**src/rtl/div_unit.sv**
```systemverilog
// Iterative 32-bit restoring divider for div/divu: one quotient bit per cycle,
// sign fix applied on the last step, registered busy/over handshake per mode.
module div_unit (
    input  logic        clk,
    input  logic        rst_n,
    input  logic        start_div,
    input  logic        start_divu,
    input  logic [31:0] dividend,
    input  logic [31:0] divisor,
    output logic        busy_div,
    output logic        busy_divu,
    output logic        over_div,
    output logic        over_divu,
    output logic [31:0] q,
    output logic [31:0] r
);

    typedef enum logic [1:0] {IDLE, RUN, DONE} state_t;

    state_t      state, state_next;
    logic        mode, mode_next;           // 1 = signed
    logic [4:0]  count;
    logic [31:0] rem, quo, dvsr, dvnd_raw;
    logic        qneg, rneg, dvsr_zero;

    logic [32:0] rem_sh, diff;
    logic [31:0] rem_step, quo_step;
    logic        take_start, last_step;

    assign take_start = (state == IDLE) && (start_div || start_divu);
    assign last_step  = (state == RUN) && (count == 5'd31);

    // NOTE: every always_comb output gets a default first so no path leaves it unassigned (no latch).
    always_comb begin
        state_next = state;
        mode_next  = mode;
        case (state)
            IDLE: if (take_start) begin
                state_next = RUN;
                mode_next  = start_div;
            end
            RUN:     if (count == 5'd31) state_next = DONE;
            DONE:    state_next = IDLE;
            default: state_next = IDLE;
        endcase
    end

    // One restoring step: the 33-bit trial value's top bit is the borrow.
    always_comb begin
        rem_sh = {rem, quo[31]};
        diff   = rem_sh - {1'b0, dvsr};
        if (!diff[32]) begin
            rem_step = diff[31:0];
            quo_step = {quo[30:0], 1'b1};
        end else begin
            rem_step = rem_sh[31:0];
            quo_step = {quo[30:0], 1'b0};
        end
    end

    // NOTE: sequential state uses non-blocking assignments so every flop samples pre-edge values.
    // Handshake flags are computed from next-state so they are true flops, not decodes.
    always_ff @(posedge clk or negedge rst_n) begin
        if (!rst_n) begin
            state     <= IDLE;
            mode      <= 1'b0;
            busy_div  <= 1'b0;
            busy_divu <= 1'b0;
            over_div  <= 1'b0;
            over_divu <= 1'b0;
        end else begin
            state     <= state_next;
            mode      <= mode_next;
            busy_div  <= (state_next == RUN)  &&  mode_next;
            busy_divu <= (state_next == RUN)  && !mode_next;
            over_div  <= (state_next == DONE) &&  mode_next;
            over_divu <= (state_next == DONE) && !mode_next;
        end
    end

    // NOTE: datapath registers are reset too, so q/r read 0 after reset rather than X.
    always_ff @(posedge clk or negedge rst_n) begin
        if (!rst_n) begin
            count     <= 5'd0;
            rem       <= 32'd0;
            quo       <= 32'd0;
            dvsr      <= 32'd0;
            dvnd_raw  <= 32'd0;
            qneg      <= 1'b0;
            rneg      <= 1'b0;
            dvsr_zero <= 1'b0;
            q         <= 32'd0;
            r         <= 32'd0;
        end else if (take_start) begin
            count     <= 5'd0;
            rem       <= 32'd0;
            quo       <= (start_div && dividend[31]) ? -dividend : dividend;
            dvsr      <= (start_div && divisor[31])  ? -divisor  : divisor;
            dvnd_raw  <= dividend;
            qneg      <= start_div && (dividend[31] ^ divisor[31]);
            rneg      <= start_div && dividend[31];
            dvsr_zero <= (divisor == 32'd0);
        end else if (state == RUN) begin
            rem   <= rem_step;
            quo   <= quo_step;
            count <= count + 5'd1;
            if (last_step) begin
                if (dvsr_zero) begin
                    q <= 32'hFFFF_FFFF;
                    r <= dvnd_raw;
                end else begin
                    q <= qneg ? -quo_step : quo_step;
                    r <= rneg ? -rem_step : rem_step;
                end
            end
        end
    end

endmodule
```
**config.mk**
```make
export PLATFORM = sky130hd
export DESIGN_NAME = div_unit
export DESIGN_NICKNAME = d
export VERILOG_FILES = /design/src/rtl/div_unit.sv
export SDC_FILE = /design/constraint.sdc
export NUM_CORES = 1
export LEC_CHECK = 0
export CAP_MARGIN = 15
export CORE_MARGIN = 2
export CORE_UTILIZATION = 50
export DETAILED_ROUTE_END_ITERATION = 16
export PLACE_DENSITY = 0.71
export SYNTH_ARGS = -nofsm -noshare
export SYNTH_HDL_FRONTEND = slang
export SYNTH_SLANG_ARGS = --single-unit
export TNS_END_PERCENT = 20
```
**constraint.sdc**
```tcl
create_clock -name clk -period 17.91 [get_ports clk]
set_input_delay 3.582 -clock clk [delete_from_list [all_inputs] [get_ports clk]]
set_output_delay 3.582 -clock clk [all_outputs]
set_load 0.05 [all_outputs]
```
==> results of run 1 <==
routing by layer:
layer | track usage (%) | vias up | part of all wire, %
met5 | 0 | - | 0
met4 | 6.86 | 0 | 2.3
li1 | - | 6080 | -
met2 | 44.9 | 334 | 46
met3 | 2.77 | 54 | 4.5
met1 | 39.2 | 6084 | 47
final cells by class:
| class | count | area, sq um |
|---|---|---|
| fillers | 2438 | 10900 |
| multi-input cells | 1311 | 7740 |
| flip-flops and latches | 207 | 5180 |
| repair buffers | 147 | 1450 |
| clock buffers | 36 | 717 |
| well taps | 341 | 427 |
| inverters | 62 | 235 |
| clock inverters | 9 | 72.6 |
tightest hold or removal path, cell delays in order (launching register included):
cell,delay (ns)
dfrtp_1,0.34
nand2_1,0.05
nand2_1,0.05
metrics by stage:
stage / instance area, sq um / setup WS, ns / hold WS, ns / instances
6_report: 15800 / 11.16 / 0.470 / 2113
4_1_cts: 15800 / 11.24 / 0.472 / 2113
3_5_place_dp: 15000 / 10.88 / 0.457 / 2068
2_1_floorplan: 13500 / 12.01 / 0.438 / 1672
3_3_place_gp: 15000 / 10.97 / 0.455 / 2068
5_1_grt: 15800 / 10.84 / 0.501 / 2113
cell usage after synthesis (6+ instances only):
| cell | n |
|---|---|
| a211oi_1 | 11 |
| a21o_1 | 9 |
| a21oi_1 | 129 |
| a22oi_1 | 7 |
| a31oi_1 | 31 |
| and2_1 | 10 |
| and3_1 | 14 |
| buf_1 | 8 |
| buf_2 | 8 |
| clkbuf_1 | 75 |
| dfrtp_1 | 207 |
| ha_1 | 38 |
| inv_1 | 60 |
| mux2_2 | 6 |
| mux2i_1 | 33 |
| nand2_1 | 283 |
| nand3_1 | 58 |
| nand4_1 | 6 |
| nor2_1 | 146 |
| nor2b_1 | 11 |
| nor3_1 | 38 |
| nor4_1 | 14 |
| o211ai_1 | 8 |
| o21a_1 | 13 |
| o21ai_0 | 159 |
| o22ai_1 | 13 |
| o31ai_1 | 24 |
| o41ai_1 | 16 |
| or3_1 | 16 |
| or4_1 | 13 |
| xnor2_1 | 57 |
| xor2_1 | 71 |
state kept, by name (all words and copies together), names as in the netlist, 2 cells and up:
register / flops
dvnd_raw: 32
dvsr: 32
q: 32
quo: 32
r: 32
rem: 32
count: 5
state: 2
worst min path at each step:
stage | end | depth (start not counted) | startpoint | slack (ns)
floorplan | dvnd_raw[15] | 2 | dvnd_raw[15] | 0.44
global placement | dvnd_raw[22] | 2 | dvnd_raw[22] | 0.46
detailed placement | dvnd_raw[22] | 2 | dvnd_raw[22] | 0.46
CTS | dvnd_raw[22] | 2 | dvnd_raw[22] | 0.47
global route | dvsr[12] | 2 | dvsr[12] | 0.50
finish | dvnd_raw[15] | 2 | dvnd_raw[15] | 0.47
cell families after synthesis:
logic type | Yosys count | synth area share, %
fa+ha+maj | 39 | 3.67
mux | 39 | 2.95
buf+inv | 154 | 4.43
flops | 207 | 38.4
simple gates | 636 | 21.3
compound gates | 469 | 21.0
xor+xnor | 128 | 8.30
==> results_dict.tcl, run 1 <==
set metrics [dict create \
    outcome "complete, no violations" \
    die_x_microns 168 \
    synthArstFlopShare_pct 100 \
    slew_violations 0 \
    area_growth_pct 17.2 \
    place_congestion 0.918 \
    synth_fp_nets 1779 \
    ys_top_cells_by_area "dfrtp_1 38%, nand2_1 7.9%, o21ai_0 5.9%, a21oi_1 4.8%, xor2_1 4.6%" \
    start_util_pct 50.5 \
    post-route-period-util_pct 37.7 \
    clk_path_buf_depth 3 \
    final_nets 1861 \
    fmax_mhz 148 \
    synthCells 1672 \
    core_area_sq_um 26700 \
    hold_viol_final 0 \
    cap_violations 0 \
    antenna_cells 0 \
    endpoint "r[28]" \
    route.detailed.drc 0 \
    synth_top_area_share_pct 38.4 \
    crit_type "reg2reg" \
    crit_path_max_incr_delay_ns 0.63 \
    io_pins 136 \
    ff2ff_path_depth 21 \
    dieArea_sq_um 28300 \
    cts_sinks 207 \
    tns_ns 0 \
    dp_hpwl_mm 28.0 \
    r2r-end "r[28]" \
    worst-path-buf-inv 3 \
    grt_max_degree 80 \
    avgSynthCellArea_sq_um 8.08 \
    vias_per_cell 5.94 \
    relSlewSlack_pct 27.2 \
    post_cts_resized 0 \
    start_kind "flop" \
    post_cts_buffers 0 \
    gr-total-overflow 0 \
    rsz0062_at_grt "no" \
    path_clk_slew_ns 0.06 \
    setup_viol 0 \
    netlist_area_sq_um 13500 \
    layout.cells.most_common_list "283 x nand2_1, 207 x dfrtp_1, 159 x o21ai_0" \
    row_count 60 \
    die_h_microns 168 \
    crit_path_start "quo[31]" \
    yosysUniqueCellTypes 74 \
    hp-class "reg2reg" \
    clkLatencyLatePin_ns 0.52 \
    r2r_start "quo[31]" \
    synth_edf_count 0 \
    seq_area_frac_synth_pct 38.4 \
    cts_root_buf "clkbuf_16" \
    drt_iter0_drc 958 \
    cp_max_fo 43 \
    wirelength_mm 38.7 \
    avgRoutedWirePerCell_microns 18.3 \
    worstPathRequired_ns 18.36 \
    final_common_cell "nand2_1" \
    antenna_found_initial 0 \
    fin_util_pct 59.2 \
    final.min_clock_period_ns 6.75 \
    worstPathArrival_ns 7.20 \
    first_pass_iters 5 \
    synth_top_cell_by_area "dfrtp_1" \
    drt.antenna.violating_nets 0 \
    worstSetupEndpointType "flop" \
    cp_cell_sequence "inv_1 > ha_1 > inv_1 > fa_1 > a211oi_1 > o211ai_1 > a21oi_1 > a211oi_2 > o21a_2 > nor2_8 > inv_4 > mux2i_1 > ha_1 > nand2_1 > or4_1 > nor3_1 > a21oi_1 > or3_1 > or4_4 > a211o_1 > nand3_1" \
    grt_pass1_vias 12200 \
    crit_slowest_cell "nor2_8" \
    cp_num_cells 21 \
    cts-htree-levels 1 \
    cts_buffers 25 \
    io_buffers 135 \
    r2r_slack_ns 11.16 \
    worst_pin_slew_ns 1.09 \
    finClkSkew_ns 0.0168 \
    grt_pass1_wl_mm 63.6 \
    vias 12600 \
    yosys_warnings 0 \
    synth_flop_cell "dfrtp_1" \
    ys_ff_latch 207 \
    cts_hold_buf 0 \
    grt_usage_pct 27.4 \
    cp_top_family "simple AND/OR/NAND/NOR gates" \
    cts_tree "built" \
    drive_gt1_share_pct 4.35 \
]
Power of run 1 is not shown: default switching activity piles up to over one toggle a cycle in this logic, so the estimate is an artifact.
==> run 2, diff against run 1 <==
==> constraint.sdc (replaced) <==
create_clock -name clk -period 6.65 [get_ports clk]
set_input_delay 1.33 -clock clk [delete_from_list [all_inputs] [get_ports clk]]
set_output_delay 1.33 -clock clk [all_outputs]
set_load 0.05 [all_outputs]
==> results_dict.tcl, run 2 (same netlist as run 1, synthesis figures left out) <==
set metrics [dict create \
    post-route-period-util_pct 87.1 \
    cts_tree "built" \
    cp_top_family "simple AND/OR/NAND/NOR gates" \
    wirelength_mm 38.9 \
    crit_type "reg2reg" \
    clkLatencyLatePin_ns 0.53 \
    grt_pass1_vias 12100 \
    place_congestion 0.914 \
    dp_hpwl_mm 28.1 \
    worstPathRequired_ns 7.11 \
    cts-htree-levels 1 \
    fmax_mhz 173 \
    drt_iter0_drc 1119 \
    slew_violations 0 \
    final_common_cell "nand2_1" \
    cts_root_buf "clkbuf_16" \
    cts_sinks 207 \
    cts_hold_buf 0 \
    drive_gt1_share_pct 4.46 \
    post_cts_resized 0 \
    layout.cells.most_common_list "283 x nand2_1, 207 x dfrtp_1, 159 x o21ai_0" \
    cp_cell_sequence "inv_1 > ha_1 > inv_1 > fa_1 > a211oi_1 > o211ai_1 > a21oi_1 > a211oi_2 > nor3_2 > nor2_8 > inv_4 > mux2i_1 > ha_1 > nand2_1 > or4_1 > nor3_1 > a21oi_1 > or3_1 > or4_4 > a211o_1 > nand3_1" \
    grt_max_degree 106 \
    grt_pass1_wl_mm 62.6 \
    final_nets 1862 \
    clk_path_buf_depth 3 \
    avgRoutedWirePerCell_microns 18.4 \
    hold_viol_final 0 \
    vias_per_cell 5.95 \
    vias 12600 \
    crit_path_max_incr_delay_ns 0.50 \
    worst_pin_slew_ns 0.961 \
    worstSetupEndpointType "flop" \
    relSlewSlack_pct 35.9 \
    rsz0062_at_grt "no" \
    antenna_found_initial 0 \
    multiInputGateArea_sq_um 7740 \
    gr-total-overflow 0 \
    final.min_clock_period_ns 5.79 \
    fillers 2401 \
    die_h_microns 168 \
    route.detailed.drc 0 \
    outcome "complete, no violations" \
    first_pass_iters 6 \
    worst-path-buf-inv 3 \
    io_pins 136 \
    start_util_pct 50.5 \
    dieArea_sq_um 28300 \
    setup_viol 0 \
    worstPathArrival_ns 6.25 \
    start_kind "flop" \
    grt_usage_pct 27.2 \
    tns_ns 0 \
    row_count 60 \
    antenna_cells 0 \
    io_buffers 135 \
    path_clk_slew_ns 0.06 \
    post_cts_buffers 0 \
    cap_violations 0 \
    crit_slowest_cell "or4_4" \
    die_x_microns 168 \
    cp_max_fo 43 \
    seqCellArea_sq_um 5180 \
    cts_buffers 24 \
    area_growth_pct 18.3 \
    core_area_sq_um 26700 \
    drt.antenna.violating_nets 0 \
    hp-class "reg2reg" \
    finClkSkew_ns 0.0166 \
]
run 2: changes by cell type in the layout (fill, tap and decap cells not counted):
cell,delta
clkbuf_1,-3
bufinv_16,+6
inv_6,+1
clkbuf_8,-2
buf_4,+1
clkinv_2,-5
buf_12,+1
run 2: cell type report:
type / count / share of cell area (%)
clock buffers: 31 / 4.25
clock inverters: 11 / 1.48
inverters: 62 / 1.47
multi-input cells: 1311 / 48.5
flip-flops and latches: 207 / 32.4
well taps: 341 / 2.67
repair buffers: 149 / 9.22
run 2: per-layer routing:
metal  share of wire (%)  up-vias  GRT usage (%)
met3                 6.1       70           4.23
met4                 2.6        0           7.46
met5                   0        -              0
met2                  46      382           44.3
li1                    -     6077              -
met1                  45     6044           37.8
run 2: path summary, 6_finish.rpt:
kind,start,endpoint,slack (ns),cells past startpoint
worst max-delay path,quo[31],r[28],0.86,21
worst min-delay path,dvnd_raw[23],dvnd_raw[23],0.47,2
worst max register to register,quo[31],r[28],0.86,21
worst min register to register,dvnd_raw[23],dvnd_raw[23],0.47,2
max in group asynchronous,rst_n,q[26],4.69,2
min in group asynchronous,rst_n,dvsr[4],0.88,1
run 2: metrics by stage:
stage | hold WS (ns) | utilization [%] | cell area [sq um] | setup slack [ns] | cells
final | 0.472 | 59.8 | 16000 | 0.856 | 2112
after global routing | 0.496 | 59.8 | 16000 | 0.398 | 2112
after CTS | 0.474 | 59.8 | 16000 | 0.918 | 2112
after floorplan | 0.438 | - | 13500 | 1.00 | 1672
after detailed placement | 0.459 | 56.3 | 15100 | 0.972 | 2070
after global placement | 0.454 | 56.3 | 15100 | 1.09 | 2070
run 2: tightest hold or removal path, delay by kind of cell (launching register included):
| kind | cells | cell delay, ns |
|---|---|---|
| DFF | 1 | 0.34 |
| and+or+nand+nor | 2 | 0.10 |
Power of run 2 is left out for the same reason.
